`src/rtl/packet_tx_reader.sv`:
```
// Reads queued packets out of the packet RAM and frames them for the MAC:
// preamble + SFD, payload from the read pointer, then the inter-frame gap.
module packet_tx_reader #(
  parameter int pDATA_WIDTH        = 8,
  parameter int pMAX_PACKET_LENGHT = 1536,
  parameter int pDEPTH_RAM         = 2*pMAX_PACKET_LENGHT,
  parameter int pLEN_WIDTH         = $clog2(pMAX_PACKET_LENGHT),
  parameter int pIFG               = 12
) (
  input  logic                          iclk,
  input  logic                          i_rst,
  input  logic                          i_tx_enable,
  input  logic                          i_fifo_empty,
  input  logic [pLEN_WIDTH-1:0]         i_fifo_len,
  output logic                          o_fifo_rd,
  output logic [$clog2(pDEPTH_RAM)-1:0] o_rd_addr,
  input  logic [pDATA_WIDTH-1:0]        i_rd_data,
  output logic [pDATA_WIDTH-1:0]        otx_d,
  output logic                          otx_en,
  output logic [$clog2(pDEPTH_RAM)-1:0] o_rd_ptr,
  output logic                          o_busy,
  output logic                          o_pkt_done,
  output logic                          o_len_err
);

  // state    | meaning
  // IDLE     | waiting for enable + queued length; pops FIFO, discards bad lengths
  // PREAMBLE | 7 x 0x55 then 0xD5, first payload byte is being fetched
  // DATA     | one payload byte per cycle straight from the RAM read port
  // IFG      | line quiet; the following IDLE cycle completes the gap
  typedef enum logic [1:0] {ST_IDLE, ST_PREAMBLE, ST_DATA, ST_IFG} state_t;

  localparam int AW = $clog2(pDEPTH_RAM);
  localparam int IW = (pIFG > 2) ? $clog2(pIFG) : 1;
  localparam int SW = ((AW > pLEN_WIDTH) ? AW : pLEN_WIDTH) + 1;
  localparam logic [pLEN_WIDTH:0]   MAX_LEN = (pLEN_WIDTH+1)'(pMAX_PACKET_LENGHT);
  localparam logic [pLEN_WIDTH-1:0] LEN_ONE = pLEN_WIDTH'(1);
  localparam logic [AW-1:0]         ADDR_LAST = AW'(pDEPTH_RAM - 1);

  state_t                state, state_nxt;
  logic [2:0]            pre_cnt;
  logic [pLEN_WIDTH-1:0] byte_cnt;
  logic [IW-1:0]         ifg_cnt;
  logic [AW-1:0]         rd_addr, rd_ptr, addr_inc;
  logic                  run_ok;
  logic                  len_ok, pop, discard, last_byte;

  // Lengths are always below the RAM depth, so one conditional subtract wraps.
  function automatic logic [AW-1:0] wrap_add(input logic [AW-1:0] base,
                                             input logic [pLEN_WIDTH-1:0] n);
    logic [SW-1:0] sum;
    sum = SW'(base) + SW'(n);
    if (sum >= SW'(pDEPTH_RAM)) sum = sum - SW'(pDEPTH_RAM);
    return AW'(sum);
  endfunction

  assign addr_inc  = (rd_addr == ADDR_LAST) ? '0 : rd_addr + AW'(1);
  assign len_ok    = (i_fifo_len != '0) && ({1'b0, i_fifo_len} <= MAX_LEN);
  assign last_byte = (state == ST_DATA) && (byte_cnt == LEN_ONE);

  always_comb begin
    state_nxt = state;
    pop       = 1'b0;
    discard   = 1'b0;
    case (state)
      ST_IDLE: begin
        // run_ok keeps the pop quiet while reset is held and for one cycle after
        if (run_ok && i_tx_enable && !i_fifo_empty) begin
          pop = 1'b1;
          if (len_ok) state_nxt = ST_PREAMBLE;
          else        discard   = 1'b1;
        end
      end
      ST_PREAMBLE: if (pre_cnt == 3'd7) state_nxt = ST_DATA;
      ST_DATA:     if (byte_cnt == LEN_ONE) state_nxt = (pIFG > 1) ? ST_IFG : ST_IDLE;
      ST_IFG:      if (ifg_cnt == '0) state_nxt = ST_IDLE;
      default:     state_nxt = ST_IDLE;
    endcase
  end

  always_ff @(posedge iclk or negedge i_rst) begin
    if (!i_rst) begin
      state    <= ST_IDLE;
      run_ok   <= 1'b0;
      pre_cnt  <= '0;
      byte_cnt <= '0;
      ifg_cnt  <= '0;
      rd_addr  <= '0;
      rd_ptr   <= '0;
    end else begin
      run_ok <= 1'b1;
      state  <= state_nxt;
      case (state)
        ST_IDLE: begin
          if (pop) begin
            byte_cnt <= i_fifo_len;
            pre_cnt  <= '0;
          end
          if (discard) begin
            rd_ptr  <= wrap_add(rd_ptr, i_fifo_len);
            rd_addr <= wrap_add(rd_ptr, i_fifo_len);
          end
        end
        ST_PREAMBLE: begin
          pre_cnt <= pre_cnt + 3'd1;
          if (pre_cnt == 3'd7) rd_addr <= addr_inc;
        end
        ST_DATA: begin
          // rd_addr runs one ahead of the byte on the line, so it already
          // points past the last byte when the count hits one
          if (byte_cnt == LEN_ONE) begin
            rd_ptr  <= rd_addr;
            ifg_cnt <= IW'(pIFG - 2);
          end else begin
            byte_cnt <= byte_cnt - LEN_ONE;
            rd_addr  <= addr_inc;
          end
        end
        ST_IFG: if (ifg_cnt != '0) ifg_cnt <= ifg_cnt - IW'(1);
        default: ;
      endcase
    end
  end

  always_comb begin
    otx_en = 1'b0;
    otx_d  = '0;
    case (state)
      ST_PREAMBLE: begin
        otx_en = 1'b1;
        otx_d  = (pre_cnt == 3'd7) ? pDATA_WIDTH'(8'hD5) : pDATA_WIDTH'(8'h55);
      end
      ST_DATA: begin
        otx_en = 1'b1;
        otx_d  = i_rd_data;
      end
      default: ;
    endcase
  end

  assign o_fifo_rd  = pop;
  assign o_len_err  = discard;
  assign o_pkt_done = last_byte;
  assign o_busy     = (state != ST_IDLE);
  assign o_rd_addr  = rd_addr;
  assign o_rd_ptr   = rd_ptr;

endmodule

```
`config.mk`:
```
export PLATFORM = sky130hd
export DESIGN_NAME = packet_tx_reader
export DESIGN_NICKNAME = d
export VERILOG_FILES = /design/src/rtl/packet_tx_reader.sv
export SDC_FILE = /design/constraint.sdc
export NUM_CORES = 1
export LEC_CHECK = 0
export BUFFER_PORTS_ARGS = -buffer_cell sky130_fd_sc_hd__buf_2
export CORE_MARGIN = 2
export CORE_UTILIZATION = 57
export CTS_CLUSTER_SIZE = 20
export DETAILED_ROUTE_END_ITERATION = 12
export HOLD_SLACK_MARGIN = 0.15
export MAX_ROUTING_LAYER = met4
export PLACE_DENSITY = 0.84
export SLEW_MARGIN = 15
export SYNTH_ARGS = -nofsm -noshare
export SYNTH_HDL_FRONTEND = slang
export SYNTH_SLANG_ARGS = --single-unit
```
`constraint.sdc`:
```
create_clock -name iclk -period 4.7 [get_ports iclk]
set_input_delay 0.94 -clock iclk [delete_from_list [all_inputs] [get_ports iclk]]
set_output_delay 0.94 -clock iclk [all_outputs]
set_load 0.005 [all_outputs]
```
==> flow_metrics.tcl <==
set metrics [dict create \
    syn_area_per_cell_um2 8.59 \
    drive_gt1_share_pct 20.2 \
    max_slew_margin_pct 39.1 \
    place_ws_ns 0.309 \
    diodes 0 \
    start_util_pct 58.4 \
    die_w_um 81.6 \
    run_status "finished, final reports clean" \
    drtAntennaViolNets 0 \
    synth_nets 447 \
    remaining_drc_errors 0 \
    cts_resized 0 \
    hold_viol_final 0 \
    hp-class "reg2reg" \
    synth_edf_count 0 \
    total_leakage_power_nw 1.74 \
    pwr-share-comb_pct 65.9 \
    path_class "in2reg" \
    fin_crit_sh_pct 87.8 \
    finalCriticalPeriod_ns 4.13 \
    seq_area_frac_synth_pct 32.8 \
    post-cts-setup-buffers 0 \
    clock-sinks 45 \
    crit_arrival_ns 4.34 \
    synth-async-reset-ratio_pct 100 \
    critical-path-max-stage-delay_ns 0.39 \
    setup_viol 0 \
    stdcell_count 526 \
    met3_usage_pct 3.19 \
    final.fill_count 494 \
    cp.required_ns 4.91 \
    cts_hold_buf 0 \
    max-vdd-ir-drop_mv 0.466 \
    postSynthCellCount 400 \
    overflow 0 \
    end_kind "flip-flop" \
    drv_slew 0 \
    firstDrtPassIters 5 \
    grt_max_degree 46 \
    cts_tree "yes" \
    finalSetupTns_ns 0 \
    synth-main-ff-cell "dfrtp_1" \
    synth_cell_types 63 \
    placed_cells 519 \
    wl_um 8520 \
    rows 28 \
    clockRootBuffer "clkbuf_8" \
    clk_pin_slew_ns 0.09 \
    holdWs_ns 0.510 \
    synth-seq-cells 45 \
    fp.coreArea_um2 5890 \
    cp_max_fo 4 \
    intPower_mw 1.55 \
    grt_pass1_wl_um 13500 \
    p_per_area_nw_per_um2 796 \
    io_pins 60 \
    busiest_layer "met2" \
    critPathBufInv 2 \
    yosysTopAreaCell "dfrtp_1" \
    yosysWarnings 0 \
    final_net_count 498 \
    dp_hpwl_um 6290 \
    antenna_found_initial 0 \
    p_sw_share_pct 49.7 \
    grtUsageMet1_pct 33.7 \
    critPathLaunchType "input port" \
    setup_ws_ns 0.574 \
    critPathTopFamily "compound AO/OA/AOI/OAI gates" \
    rsz0062_at_grt "no" \
    cts_buffers 5 \
    crit_chain "buf_2 -> ha_1 -> inv_1 -> fa_1 -> nand2b_1 -> a211o_1 -> o211ai_2 -> a21oi_1 -> xnor2_1 -> ha_1 -> and4_1 -> nand4_1 -> nor4b_4 -> a21oi_2 -> mux2_4 -> o31ai_2" \
    power.switching_mw 1.53 \
    clockPowerShare_pct 8.2 \
    yosys-top-cells-area "dfrtp_1 (33%), ha_1 (8.4%), a21oi_1 (5.7%)" \
    use_met2_pct 44.9 \
    clock_path_buffers 2 \
    grt_pass1_vias 2940 \
    place_congestion 0.921 \
    tightest_slew_ns 0.911 \
    critPathSlowestCell "fa_1" \
    crit_top_cell "ha_1" \
    clk-insertion-delay-late_ns 0.30 \
    syn_area_um2 3440 \
    vias_per_cell 6.20 \
    skew_ns 0.00534 \
    area_delta_synth_final_pct 12.6 \
    die_h_um 81.6 \
    wl_per_cell_um 16.2 \
    portBuffers 59 \
    final_util_pct 65.7 \
    grt_use_total_pct 27.1 \
    max_cap_violations 0 \
    synth_top_area_share_pct 32.8 \
    drtIter0Drc 199 \
    max_freq_mhz 242 \
    vias 3261 \
    htree_levels 2 \
    die-area_um2 6670 \
    seq_power_share_pct 25.9 \
]
## power groups by stage
| stage | Clock [mW] | Combinational (mW) | Sequential, mW |
|---|---|---|---|
| 2_1_floorplan | 0 | 1.50 | 0.761 |
| 3_3_place_gp | 0 | 1.94 | 0.793 |
| 3_5_place_dp | 0 | 2.00 | 0.797 |
| 4_1_cts | 0.254 | 2.01 | 0.792 |
| 5_1_grt | 0.269 | 2.24 | 0.828 |
| 6_report | 0.253 | 2.03 | 0.798 |
## per-stage QoR
step | cell area, µm² | total power, mW
after detailed placement | 3780 | 2.80
final | 3870 | 3.08
after floorplan | 3440 | 2.26
after CTS | 3860 | 3.06
after global routing | 3870 | 3.33
after global placement | 3780 | 2.73
## synthesized netlist by cell type (all sizes together), types with 4 or more instances
cell type / number
a211oi: 7
a21o: 5
a21oi: 41
a22o: 7
and2: 6
and3: 8
clkbuf: 17
dfrtp: 45
ha: 23
inv: 22
mux2: 5
mux2i: 5
nand2: 26
nand3: 20
nor2: 26
nor2b: 10
nor3: 6
nor3b: 5
o21a: 5
o21ai: 43
o22ai: 9
o31ai: 4
o32ai: 4
## final timing paths
| path | startpoint | depth (start not counted) | endpoint | slack (ns) |
|---|---|---|---|---|
| hold reg to reg | pre_cnt[1] | 1 | pre_cnt[1] | 0.51 |
| hold / removal | pre_cnt[1] | 1 | pre_cnt[1] | 0.51 |
| setup / recovery | i_fifo_len[0] | 16 | o_rd_ptr[10] | 0.57 |
| max in group asynchronous | i_rst | 1 | run_ok | 3.67 |
| setup reg to reg | o_rd_ptr[0] | 15 | o_rd_ptr[10] | 0.92 |
| min in group asynchronous | i_rst | 1 | byte_cnt[2] | 0.63 |
## final cells by class
class / count / area (µm²) / share of cell area [%]
clock buffer: 7 / 86.3 / 2.23
inverter: 22 / 82.6 / 2.14
multi-input combinational: 316 / 2170 / 56.0
sequential: 45 / 1130 / 29.1
timing repair buffer: 61 / 313 / 8.09
tap: 75 / 93.8 / 2.43
## logic make-up (layout without fill, tap and decap cells)
logic type | Yosys count | in the layout | share of synthesized area (%)
mux | 10 | 10 | 3.20
xor+xnor | 5 | 5 | 1.49
flops | 45 | 45 | 32.8
fa+ha+maj | 24 | 24 | 8.96
compound gates | 148 | 148 | 29.3
buf+inv | 39 | 90 | 4.26
simple gates | 128 | 128 | 19.9
other cells | 1 | 1 | 0.109
## layout by cell type, fill, tap and decap left out, drive strengths merged, types with 3 or more instances in the layout
cell type   n
buf        61
dfrtp      45
o21ai      43
a21oi      41
nor2       26
nand2      26
ha         23
inv        22
nand3      20
nor2b      10
o22ai       9
and3        8
a22o        7
clkbuf      7
a211oi      7
and2        6
nor3        6
o21a        5
a21o        5
nor3b       5
mux2i       5
mux2        5
o32ai       4
o31ai       4
nand2b      3
o21bai      3
xnor2       3
and4        3
nand3b      3
or3         3
## sequential cells by signal (all words and copies together) (netlist names)
| name | flops |
|---|---|
| byte_cnt | 11 |
| state | 2 |
| o_rd_ptr | 12 |
| run_ok | 1 |
| ifg_cnt | 4 |
| o_rd_addr | 12 |
| pre_cnt | 3 |
## metal layers
layer  up-vias  routed length [µm]
met4         0                 221
met3        22                 420
met1      1543                3660
li1       1584                   -
met5         -                   0
met2       112                4220
Power figures use the tool's default switching activity.
